File: config.mk
export PLATFORM = sky130hd
export DESIGN_NAME = multicycle_controller
export DESIGN_NICKNAME = d
export VERILOG_FILES = /design/src/rtl/riscv_ctrl_pkg.sv /design/src/rtl/alu_decoder.sv /design/src/rtl/multicycle_controller.sv
export SDC_FILE = /design/constraint.sdc
export NUM_CORES = 1
export LEC_CHECK = 0
export BUFFER_PORTS_ARGS = -buffer_cell sky130_fd_sc_hd__clkbuf_2
export CAP_MARGIN = 10
export CORE_UTILIZATION = 44
export CTS_BUF_LIST = sky130_fd_sc_hd__clkbuf_2
export DETAILED_ROUTE_END_ITERATION = 7
export GPL_ROUTABILITY_DRIVEN = 0
export PLACE_DENSITY = 0.84
export SYNTH_ARGS = -nofsm -noshare
export SYNTH_HDL_FRONTEND = slang
export SYNTH_SLANG_ARGS = --single-unit
File: constraint.sdc
create_clock -name clk -period 1.3 [get_ports clk]
set_clock_uncertainty 0.1 [all_clocks]
set_input_delay 0.195 -clock clk [delete_from_list [all_inputs] [get_ports clk]]
set_output_delay 0.195 -clock clk [all_outputs]
set_load 0.01 [all_outputs]
File: src/rtl/riscv_ctrl_pkg.sv
// Shared encodings for the multi-cycle RV32I control unit.
package riscv_ctrl_pkg;

  // Opcodes of the supported instruction classes
  localparam logic [6:0] OpLoad   = 7'b0000011;
  localparam logic [6:0] OpStore  = 7'b0100011;
  localparam logic [6:0] OpRtype  = 7'b0110011;
  localparam logic [6:0] OpItype  = 7'b0010011;
  localparam logic [6:0] OpBranch = 7'b1100011;
  localparam logic [6:0] OpJal    = 7'b1101111;
  localparam logic [6:0] OpJalr   = 7'b1100111;
  localparam logic [6:0] OpLui    = 7'b0110111;

  // Branch funct3 codes
  localparam logic [2:0] F3Beq = 3'b000;
  localparam logic [2:0] F3Bne = 3'b001;
  localparam logic [2:0] F3Blt = 3'b100;
  localparam logic [2:0] F3Bge = 3'b101;

  // ALU operations
  localparam logic [2:0] AluAdd = 3'b000;
  localparam logic [2:0] AluSub = 3'b001;
  localparam logic [2:0] AluAnd = 3'b010;
  localparam logic [2:0] AluOr  = 3'b011;
  localparam logic [2:0] AluSlt = 3'b101;

  // Immediate formats
  localparam logic [2:0] ImmI = 3'b000;
  localparam logic [2:0] ImmS = 3'b001;
  localparam logic [2:0] ImmB = 3'b010;
  localparam logic [2:0] ImmU = 3'b011;
  localparam logic [2:0] ImmJ = 3'b100;

  // Result bus sources
  localparam logic [1:0] ResAluOut = 2'b00;
  localparam logic [1:0] ResData   = 2'b01;
  localparam logic [1:0] ResAlu    = 2'b10;
  localparam logic [1:0] ResImm    = 2'b11;

  // ALU operand sources
  localparam logic [1:0] SrcAPc    = 2'b00;
  localparam logic [1:0] SrcAOldPc = 2'b01;
  localparam logic [1:0] SrcARs1   = 2'b10;
  localparam logic [1:0] SrcBRs2   = 2'b00;
  localparam logic [1:0] SrcBImm   = 2'b01;
  localparam logic [1:0] SrcBFour  = 2'b10;

  typedef enum logic [3:0] {
    StFetch,
    StDecode,
    StMemAdr,
    StMemRead,
    StMemWb,
    StMemWrite,
    StExecR,
    StExecI,
    StAluWb,
    StBranch,
    StJal,
    StJalr,
    StLink,
    StLui
  } state_e;

endpackage

File: src/rtl/alu_decoder.sv
// Maps funct3/funct7 to the ALU operation for R-type and I-type ALU instructions.
module alu_decoder
  import riscv_ctrl_pkg::*;
(
  input  logic       op5,
  input  logic [2:0] funct3,
  input  logic       funct7b5,
  output logic [2:0] alu_control
);

  // op bit 5 separates R-type from I-type, so addi never becomes sub
  always_comb begin
    alu_control = AluAdd;
    unique case (funct3)
      3'b000:  alu_control = (op5 && funct7b5) ? AluSub : AluAdd;
      3'b010:  alu_control = AluSlt;
      3'b110:  alu_control = AluOr;
      3'b111:  alu_control = AluAnd;
      default: alu_control = AluAdd;
    endcase
  end

endmodule

File: src/rtl/multicycle_controller.sv
// Moore control FSM for the multi-cycle RV32I core.
module multicycle_controller
  import riscv_ctrl_pkg::*;
(
  input  logic       clk,
  input  logic       rst,
  input  logic [6:0] op,
  input  logic [2:0] funct3,
  input  logic       funct7b5,
  input  logic       zero,
  input  logic       neg,
  output logic       pcWrite,
  output logic       adrSrc,
  output logic       memWrite,
  output logic       irWrite,
  output logic       regWrite,
  output logic [1:0] resultSrc,
  output logic [1:0] aluSrcA,
  output logic [1:0] aluSrcB,
  output logic [2:0] aluControl,
  output logic [2:0] immSrc,
  output logic       illegal
);

  state_e     state_q, state_d;
  logic [2:0] dec_alu;
  logic       taken;

  alu_decoder u_alu_decoder (
    .op5         (op[5]),
    .funct3      (funct3),
    .funct7b5    (funct7b5),
    .alu_control (dec_alu)
  );

  // State register, reset straight to FETCH
  always_ff @(posedge clk or posedge rst) begin
    if (rst) begin
      state_q <= StFetch;
    end else begin
      state_q <= state_d;
    end
  end

  // Immediate format decoded from the opcode alone
  always_comb begin
    immSrc = ImmI;
    unique case (op)
      OpStore:  immSrc = ImmS;
      OpBranch: immSrc = ImmB;
      OpLui:    immSrc = ImmU;
      OpJal:    immSrc = ImmJ;
      default:  immSrc = ImmI;
    endcase
  end

  // Branch condition from the subtraction flags
  always_comb begin
    taken = 1'b0;
    unique case (funct3)
      F3Beq:   taken = zero;
      F3Bne:   taken = ~zero;
      F3Blt:   taken = neg;
      F3Bge:   taken = ~neg;
      default: taken = 1'b0;
    endcase
  end

  // Next state and per-state datapath controls
  always_comb begin
    state_d    = state_q;
    pcWrite    = 1'b0;
    adrSrc     = 1'b0;
    memWrite   = 1'b0;
    irWrite    = 1'b0;
    regWrite   = 1'b0;
    resultSrc  = ResAluOut;
    aluSrcA    = SrcAPc;
    aluSrcB    = SrcBRs2;
    aluControl = AluAdd;
    illegal    = 1'b0;

    unique case (state_q)
      StFetch: begin
        irWrite   = 1'b1;
        aluSrcB   = SrcBFour;
        resultSrc = ResAlu;
        pcWrite   = 1'b1;
        state_d   = StDecode;
      end
      StDecode: begin
        // Branch/jal target is computed here and latched in ALUOut
        aluSrcA = SrcAOldPc;
        aluSrcB = SrcBImm;
        unique case (op)
          OpLoad, OpStore: state_d = StMemAdr;
          OpRtype:         state_d = StExecR;
          OpItype:         state_d = StExecI;
          OpBranch:        state_d = StBranch;
          OpJal:           state_d = StJal;
          OpJalr:          state_d = StJalr;
          OpLui:           state_d = StLui;
          default: begin
            illegal = 1'b1;
            state_d = StFetch;
          end
        endcase
      end
      StMemAdr: begin
        aluSrcA = SrcARs1;
        aluSrcB = SrcBImm;
        state_d = (op == OpStore) ? StMemWrite : StMemRead;
      end
      StMemRead: begin
        adrSrc  = 1'b1;
        state_d = StMemWb;
      end
      StMemWb: begin
        resultSrc = ResData;
        regWrite  = 1'b1;
        state_d   = StFetch;
      end
      StMemWrite: begin
        adrSrc   = 1'b1;
        memWrite = 1'b1;
        state_d  = StFetch;
      end
      StExecR: begin
        aluSrcA    = SrcARs1;
        aluSrcB    = SrcBRs2;
        aluControl = dec_alu;
        state_d    = StAluWb;
      end
      StExecI: begin
        aluSrcA    = SrcARs1;
        aluSrcB    = SrcBImm;
        aluControl = dec_alu;
        state_d    = StAluWb;
      end
      StAluWb: begin
        regWrite = 1'b1;
        state_d  = StFetch;
      end
      StBranch: begin
        // PC loads the target held in ALUOut when the compare says taken
        aluSrcA    = SrcARs1;
        aluSrcB    = SrcBRs2;
        aluControl = AluSub;
        pcWrite    = taken;
        state_d    = StFetch;
      end
      StJal: begin
        pcWrite = 1'b1;
        state_d = StLink;
      end
      StJalr: begin
        aluSrcA   = SrcARs1;
        aluSrcB   = SrcBImm;
        resultSrc = ResAlu;
        pcWrite   = 1'b1;
        state_d   = StLink;
      end
      StLink: begin
        // rd <- oldPC + 4
        aluSrcA   = SrcAOldPc;
        aluSrcB   = SrcBFour;
        resultSrc = ResAlu;
        regWrite  = 1'b1;
        state_d   = StFetch;
      end
      StLui: begin
        resultSrc = ResImm;
        regWrite  = 1'b1;
        state_d   = StFetch;
      end
      default: state_d = StFetch;
    endcase

    // Reset holds every write enable low; selects already show FETCH
    if (rst) begin
      pcWrite  = 1'b0;
      memWrite = 1'b0;
      irWrite  = 1'b0;
      regWrite = 1'b0;
      illegal  = 1'b0;
    end
  end

endmodule

==> summary.txt, run 1 <==
Placed design
  – Half-perimeter wire length after detailed placement: 2040 microns
  – Total cell area at the placement stage: 0.00114 sq mm
  – Number of port buffers: 32

Global routing
  – Total congestion overflow: 7
  – Maximum number of pins on one net before global-route repair: 15
  – Global routing usage summed across all routing layers: 58.2%

Status
  – Tool Error: [ERROR GRT-0232] Routing congestion too high. Check the congestion heatmap in the GUI.
  – Status: aborted with a tool error
  – Halt point of the flow: global routing (5_1_grt)

Floorplanning
  – Die outline width: 43.3 microns
  – IO Pins: 33
  – Height of the chip: 43.3 microns
  – Placement row count: 14
  – Initial standard-cell utilization of the core: 48.6%

Logic synthesis
  – Most common flop cell mapped by yosys: sky130_fd_sc_hd__dfrtp_1
  – Fraction of registers with async set/reset: 100%
  – Number of flops mapped to enable cells by yosys: 0
  – Gate count of the mapped netlist: 101
  – Total number of yosys warnings: 0
  – Post-Syn Area per Cell: 7.42 sq um
  – Sequential fraction of the synthesis area: 13.4%
  – Count of distinct cell types in the synthesized netlist: 39
  – Syn_nets: 116
  – Synth Cell Area: 749 sq um
  – Total of flip-flops plus latches after synthesis: 4

Clock network
  – Buffer depth of the longest clock path: 2
  – Depth of the CTS H-tree: 1
  – Root buffer cell: sky130_fd_sc_hd__clkbuf_2
  – Number of clock sinks: 4
  – Total clock buffers created by CTS: 3

STA
  – Worst endpoint after global-route timing repair: illegal
  – Worst-path end type: primary output
## repair_timing
item / CTS
endpoints found under the hold margin: 4
endpoints found under the setup margin: 21
hold buffers: 1
pin swaps: 11
gates resized for setup: 26
buffers inserted: 7
## per-layer routing
layer	overflow	track usage, %
met5	0	0
met4	4	67.3
met3	0	34.5
met2	3	83.3
met1	0	51.7
## metrics by stage
stage	utilization, %	std cells	TNS [ps]	setup slack [ps]	hold slack, ps
after floorplan	-	101	-218	-107	-125
after global placement	74.1	169	-1550	-178	142
after detailed placement	74.1	169	-2260	-190	140
after CTS	85.0	179	-5050	-367	178
## cell usage after synthesis (2+ instances only)
library cell	number	area [sq um]
sky130_fd_sc_hd__a211oi_1	2	15.0
sky130_fd_sc_hd__a21oi_1	7	35.0
sky130_fd_sc_hd__a31oi_1	2	12.5
sky130_fd_sc_hd__and3_1	3	18.8
sky130_fd_sc_hd__and3b_1	4	35.0
sky130_fd_sc_hd__and4b_1	2	20.0
sky130_fd_sc_hd__buf_2	6	30.0
sky130_fd_sc_hd__buf_6	3	33.8
sky130_fd_sc_hd__dfrtp_1	4	100
sky130_fd_sc_hd__inv_1	5	18.8
sky130_fd_sc_hd__mux2i_1	3	30.0
sky130_fd_sc_hd__nand2_1	7	26.3
sky130_fd_sc_hd__nand2b_1	3	18.8
sky130_fd_sc_hd__nand3_1	4	20.0
sky130_fd_sc_hd__nor2_1	7	26.3
sky130_fd_sc_hd__nor2b_1	4	25.0
sky130_fd_sc_hd__nor3_1	5	25.0
sky130_fd_sc_hd__nor3b_1	4	30.0
sky130_fd_sc_hd__o21ai_0	2	10.0
sky130_fd_sc_hd__o22ai_1	3	18.8
sky130_fd_sc_hd__o31ai_1	2	15.0
sky130_fd_sc_hd__xor2_1	2	17.5
## logic make-up after synthesis
kind of cell	Yosys count	synth area share, %
buffers and inverters	16	12.0
DFF	4	13.4
xor gates and xnor gates	3	3.51
muxes	3	4.01
and+or+nand+nor	48	42.1
AOI/OAI and AO/OA	27	25.0
==> inputs of run 2 (changes only) <==
--- a/config.mk
+++ b/config.mk
@@ -7,11 +7,11 @@
 export LEC_CHECK = 0
 export BUFFER_PORTS_ARGS = -buffer_cell sky130_fd_sc_hd__clkbuf_2
 export CAP_MARGIN = 10
-export CORE_UTILIZATION = 44
-export CTS_BUF_LIST = sky130_fd_sc_hd__clkbuf_2
+export CORE_AREA = 2 2 63 65
 export DETAILED_ROUTE_END_ITERATION = 7
+export DIE_AREA = 0 0 65 67
 export GPL_ROUTABILITY_DRIVEN = 0
-export PLACE_DENSITY = 0.84
+export PLACE_DENSITY_LB_ADDON = 0.15
 export SYNTH_ARGS = -nofsm -noshare
 export SYNTH_HDL_FRONTEND = slang
 export SYNTH_SLANG_ARGS = --single-unit
==> constraint.sdc (replaced) <==
create_clock -name clk -period 1.7 [get_ports clk]
set_clock_uncertainty 0.1 [all_clocks]
set_input_delay 0.255 -clock clk [delete_from_list [all_inputs] [get_ports clk]]
set_output_delay 0.255 -clock clk [all_outputs]
set_load 0.01 [all_outputs]
==> run 2 against run 1 <==
Effect of this change:
- the flow now finishes, with violations (negative setup slack)
- synthesized cell count unchanged
- area after synthesis unchanged
==> summary.txt, run 2 <==
Logic synthesis
  – Post-Syn Area per Cell: 7.42 sq um (unchanged)
  – Syn_nets: 116 (unchanged)
  – Compound-cell area share of the yosys netlist: 25.0% (unchanged)
  – Gate count of the mapped netlist: 101 (unchanged)
  – Most common flop cell mapped by yosys: sky130_fd_sc_hd__dfrtp_1
  – Share of synthesized cell area in and, or, nand and nor gates: 42.1% (unchanged)
  – Number of flops mapped to enable cells by yosys: 0 (unchanged)
  – Total of flip-flops plus latches after synthesis: 4 (unchanged)
  – Share of the synthesized area in the top cell type: 13.4% (unchanged)
  – Fraction of synthesized cell area in xor and xnor cells: 3.51% (unchanged)
  – Top post-synthesis cells by area: sky130_fd_sc_hd__dfrtp_1 (13%), sky130_fd_sc_hd__a21oi_1 (4.7%), sky130_fd_sc_hd__and3b_1 (4.7%)
  – Total number of yosys warnings: 0 (unchanged)
  – Share of cell area taken by muxes after synthesis: 4.01% (unchanged)
  – Sequential fraction of the synthesis area: 13.4% (unchanged)
  – Biggest area consumer among synthesized cells: sky130_fd_sc_hd__dfrtp_1
  – Leading post-synthesis cells by instance count: sky130_fd_sc_hd__a21oi_1 (7), sky130_fd_sc_hd__nand2_1 (7), sky130_fd_sc_hd__nor2_1 (7)
  – Count of distinct cell types in the synthesized netlist: 39 (unchanged)
  – Arithmetic-cell share of the synthesized area counting full adders, half adders and majority gates: 0% (unchanged)
  – Dominant combinational cell family by area after synthesis: simple AND/OR/NAND/NOR gates
  – Synth Cell Area: 749 sq um (unchanged)
  – Fraction of registers with async set/reset: 100% (unchanged)

Power and ir drop
  – Leakage power summed over all cells: 0.603 nW
  – Pwr dens: 885 mW/mm^2
  – Peak supply drop: 0.238 mV

Global routing
  – Global routing usage summed across all routing layers: 11.2%
  – Wire length of the first global-routing pass: 3930 microns
  – Vias in the first global route: 907
  – Busiest layer in global routing: met2
  – Met2 demand-to-capacity share in global routing: 20.1%
  – Total congestion overflow: 0
  – Fraction of met3 tracks used by global routing: 1.69%
  – Met1 layer usage reported by global route: 14.3%
  – Initial antenna violation count: 0
  – Maximum number of pins on one net before global-route repair: 14

Routing
  – DR DRC count: 0
  – Detail Route Antenna Nets: 0
  – Average routed wire per standard cell: 12.5 microns
  – Post-detailed-route via-to-cell ratio: 4.66
  – Iter 0 DRT Violations: 36
  – Pre-Repair DR Iteration Count: 4
  – Wirelength, routed: 2500 microns
  – Via count: 932

STA
  – Unrepaired setup endpoints after global routing: yes
  – Share of the clock period used by the worst path after layout: 101%
  – Max transition margin: 80.6%
  – Hold WS: 184 ps
  – Final setup violation count: 2
  – Fin crit period: 1720 ps
  – Fmax: 580 MHz
  – Number of max-slew violations in the final report: 0
  – Transition time of the tightest slew-check pin: 286 ps
  – Hold Fails Final Rpt: 0
  – Post-route setup slack: -23.8 ps

Critical path
  – Slowest stage cell, crit path: sky130_fd_sc_hd__dfrtp_2
  – Critical-path maximum fanout: 5
  – Required arrival time at the worst endpoint: 1340 ps
  – Worst setup path category: reg -> out
  – Kind of capture point of the worst setup path: output port
  – Startpoint type of the worst setup path: register
  – Cells along the critical path: nor4b_4 -> nand2_1 -> a211oi_2 -> buf_2
  – Longest individual stage delay on the worst path: 450 ps
  – Endpoint arrival time on the critical path: 1370 ps

Layout
  – Most used cells in the layout excluding fill and tap cells: sky130_fd_sc_hd__clkbuf_2 (20), sky130_fd_sc_hd__buf_4 (18), sky130_fd_sc_hd__buf_2 (12)
  – Largest registers: state_q: 4 flops
  – Synth-to-layout area growth: 72.1%
  – Flip-flop count of the largest register, all copies and words added: 4
  – Number of antenna cells inserted: 0
  – Fraction of layout cells with a size suffix above 1: 57.9%
  – Most common cell after layout, fill and taps aside: sky130_fd_sc_hd__clkbuf_2
  – Net count of the finished layout: 169
  – Most flops, register: state_q

Placed design
  – Half-perimeter wire length after detailed placement: 1890 microns (-7.6%)
  – Number of port buffers: 32 (unchanged)
  – Post-placement worst setup slack: 50.4 ps (+240 ps)

Status
  – Status: finished with violations
  – Failing checks: negative setup slack

Floorplanning
  – Die outline width: 65 microns (+50%)
  – IO Pins: 33 (unchanged)
  – Placement row count: 22 (+8)
  – Die outline area: 0.00436 sq mm
  – Height of the chip: 67 microns (+55%)
  – Standard cell core area: 0.00361 sq mm
  – Initial standard-cell utilization of the core: 20.8% (-28 points)

Clock network
  – Root buffer cell: sky130_fd_sc_hd__clkbuf_8
  – Number of clock sinks: 4 (unchanged)
  – TritonCTS clock tree: yes
  – Clock-pin slew of the registers on the worst-case setup and hold paths: 30 ps
  – Insertion delay of the later-clocked pin in the worst-skew pair: 210 ps
  – Depth of the CTS H-tree: 1 (unchanged)
  – Total clock buffers created by CTS: 3 (unchanged)
  – Buffer depth of the longest clock path: 2 (unchanged)

Flow run
  – Max-Cap Viols: 0

Worst hold path
  – Class of the tightest hold or removal check: in -> reg
## run 2: cell counts after synthesis
No cell type changed its count.
## run 2: final timing paths
check	from	to	slack (ps)	cells past startpoint
max reg2reg	state_q[2]	state_q[3]	370	4
max in group asynchronous	rst	state_q[1]	820	3
min in group asynchronous	rst	state_q[0]	480	3
min	op[3]	state_q[3]	180	2
max	state_q[2]	illegal	-20	4
min reg2reg	state_q[3]	state_q[2]	620	2
## run 2: timing repair
action | in CTS | in global routing
hold buffers | 1 | 0
pin swaps | 2 | 9
hold endpoints to repair | 4 | 0
resized for setup | 8 | 35
cloned | 0 | 1
setup buffers | 4 | 6
endpoints found under the setup margin | 14 | 12
## run 2: kinds of logic (layout without fill, tap and decap cells)
logic type,after synthesis,in the layout
buffers and inverters,16,67
muxes,3,3
DFF,4,4
and+or+nand+nor,48,48
xor gates and xnor gates,3,3
AOI/OAI and AO/OA,27,27
## run 2: stage by stage
stage | cells | cell area [sq um] | setup TNS (ps) | util (%) | power (mW)
2_1_floorplan | 101 | 749 | 0 | - | 0.526
3_3_place_gp | 185 | 1010 | 0 | 27.9 | 0.762
3_5_place_dp | 185 | 1010 | 0 | 27.9 | 0.765
4_1_cts | 193 | 1120 | -68.2 | 31.1 | 1.04
5_1_grt | 200 | 1290 | -347 | 35.8 | 1.22
6_report | 200 | 1290 | -44.3 | 35.8 | 1.14
## run 2: area by class of cell
| type | count | area, sq um |
|---|---|---|
| flip-flops and latches | 4 | 105 |
| multi-input cells | 81 | 651 |
| fillers | 400 | 2320 |
| inverters | 6 | 22.5 |
| well taps | 48 | 60.1 |
| clock buffers | 3 | 41.3 |
| repair buffers | 58 | 410 |
## run 2: per-layer routing
layer  wire length, microns  vias up
li1                       -      475
met2                   1230       23
met4                      0        0
met3                     83        0
met1                   1190      434
met5                      0        -
## run 2: where the power goes
group	internal [mW]	switching, mW	total (mW)
registers	0.118	0.0382	0.156
clock network	0.151	0.0448	0.195
logic	0.415	0.376	0.791
## run 2: worst max-delay path, delay by kind of cell, from the launching register on
family	cells	cell delay (ps)
DFF	1	450
and+or+nand+nor	2	410
AOI/OAI and AO/OA	1	150
buffers and inverters	1	150
Note: power is estimated with default switching activity, not from simulation.
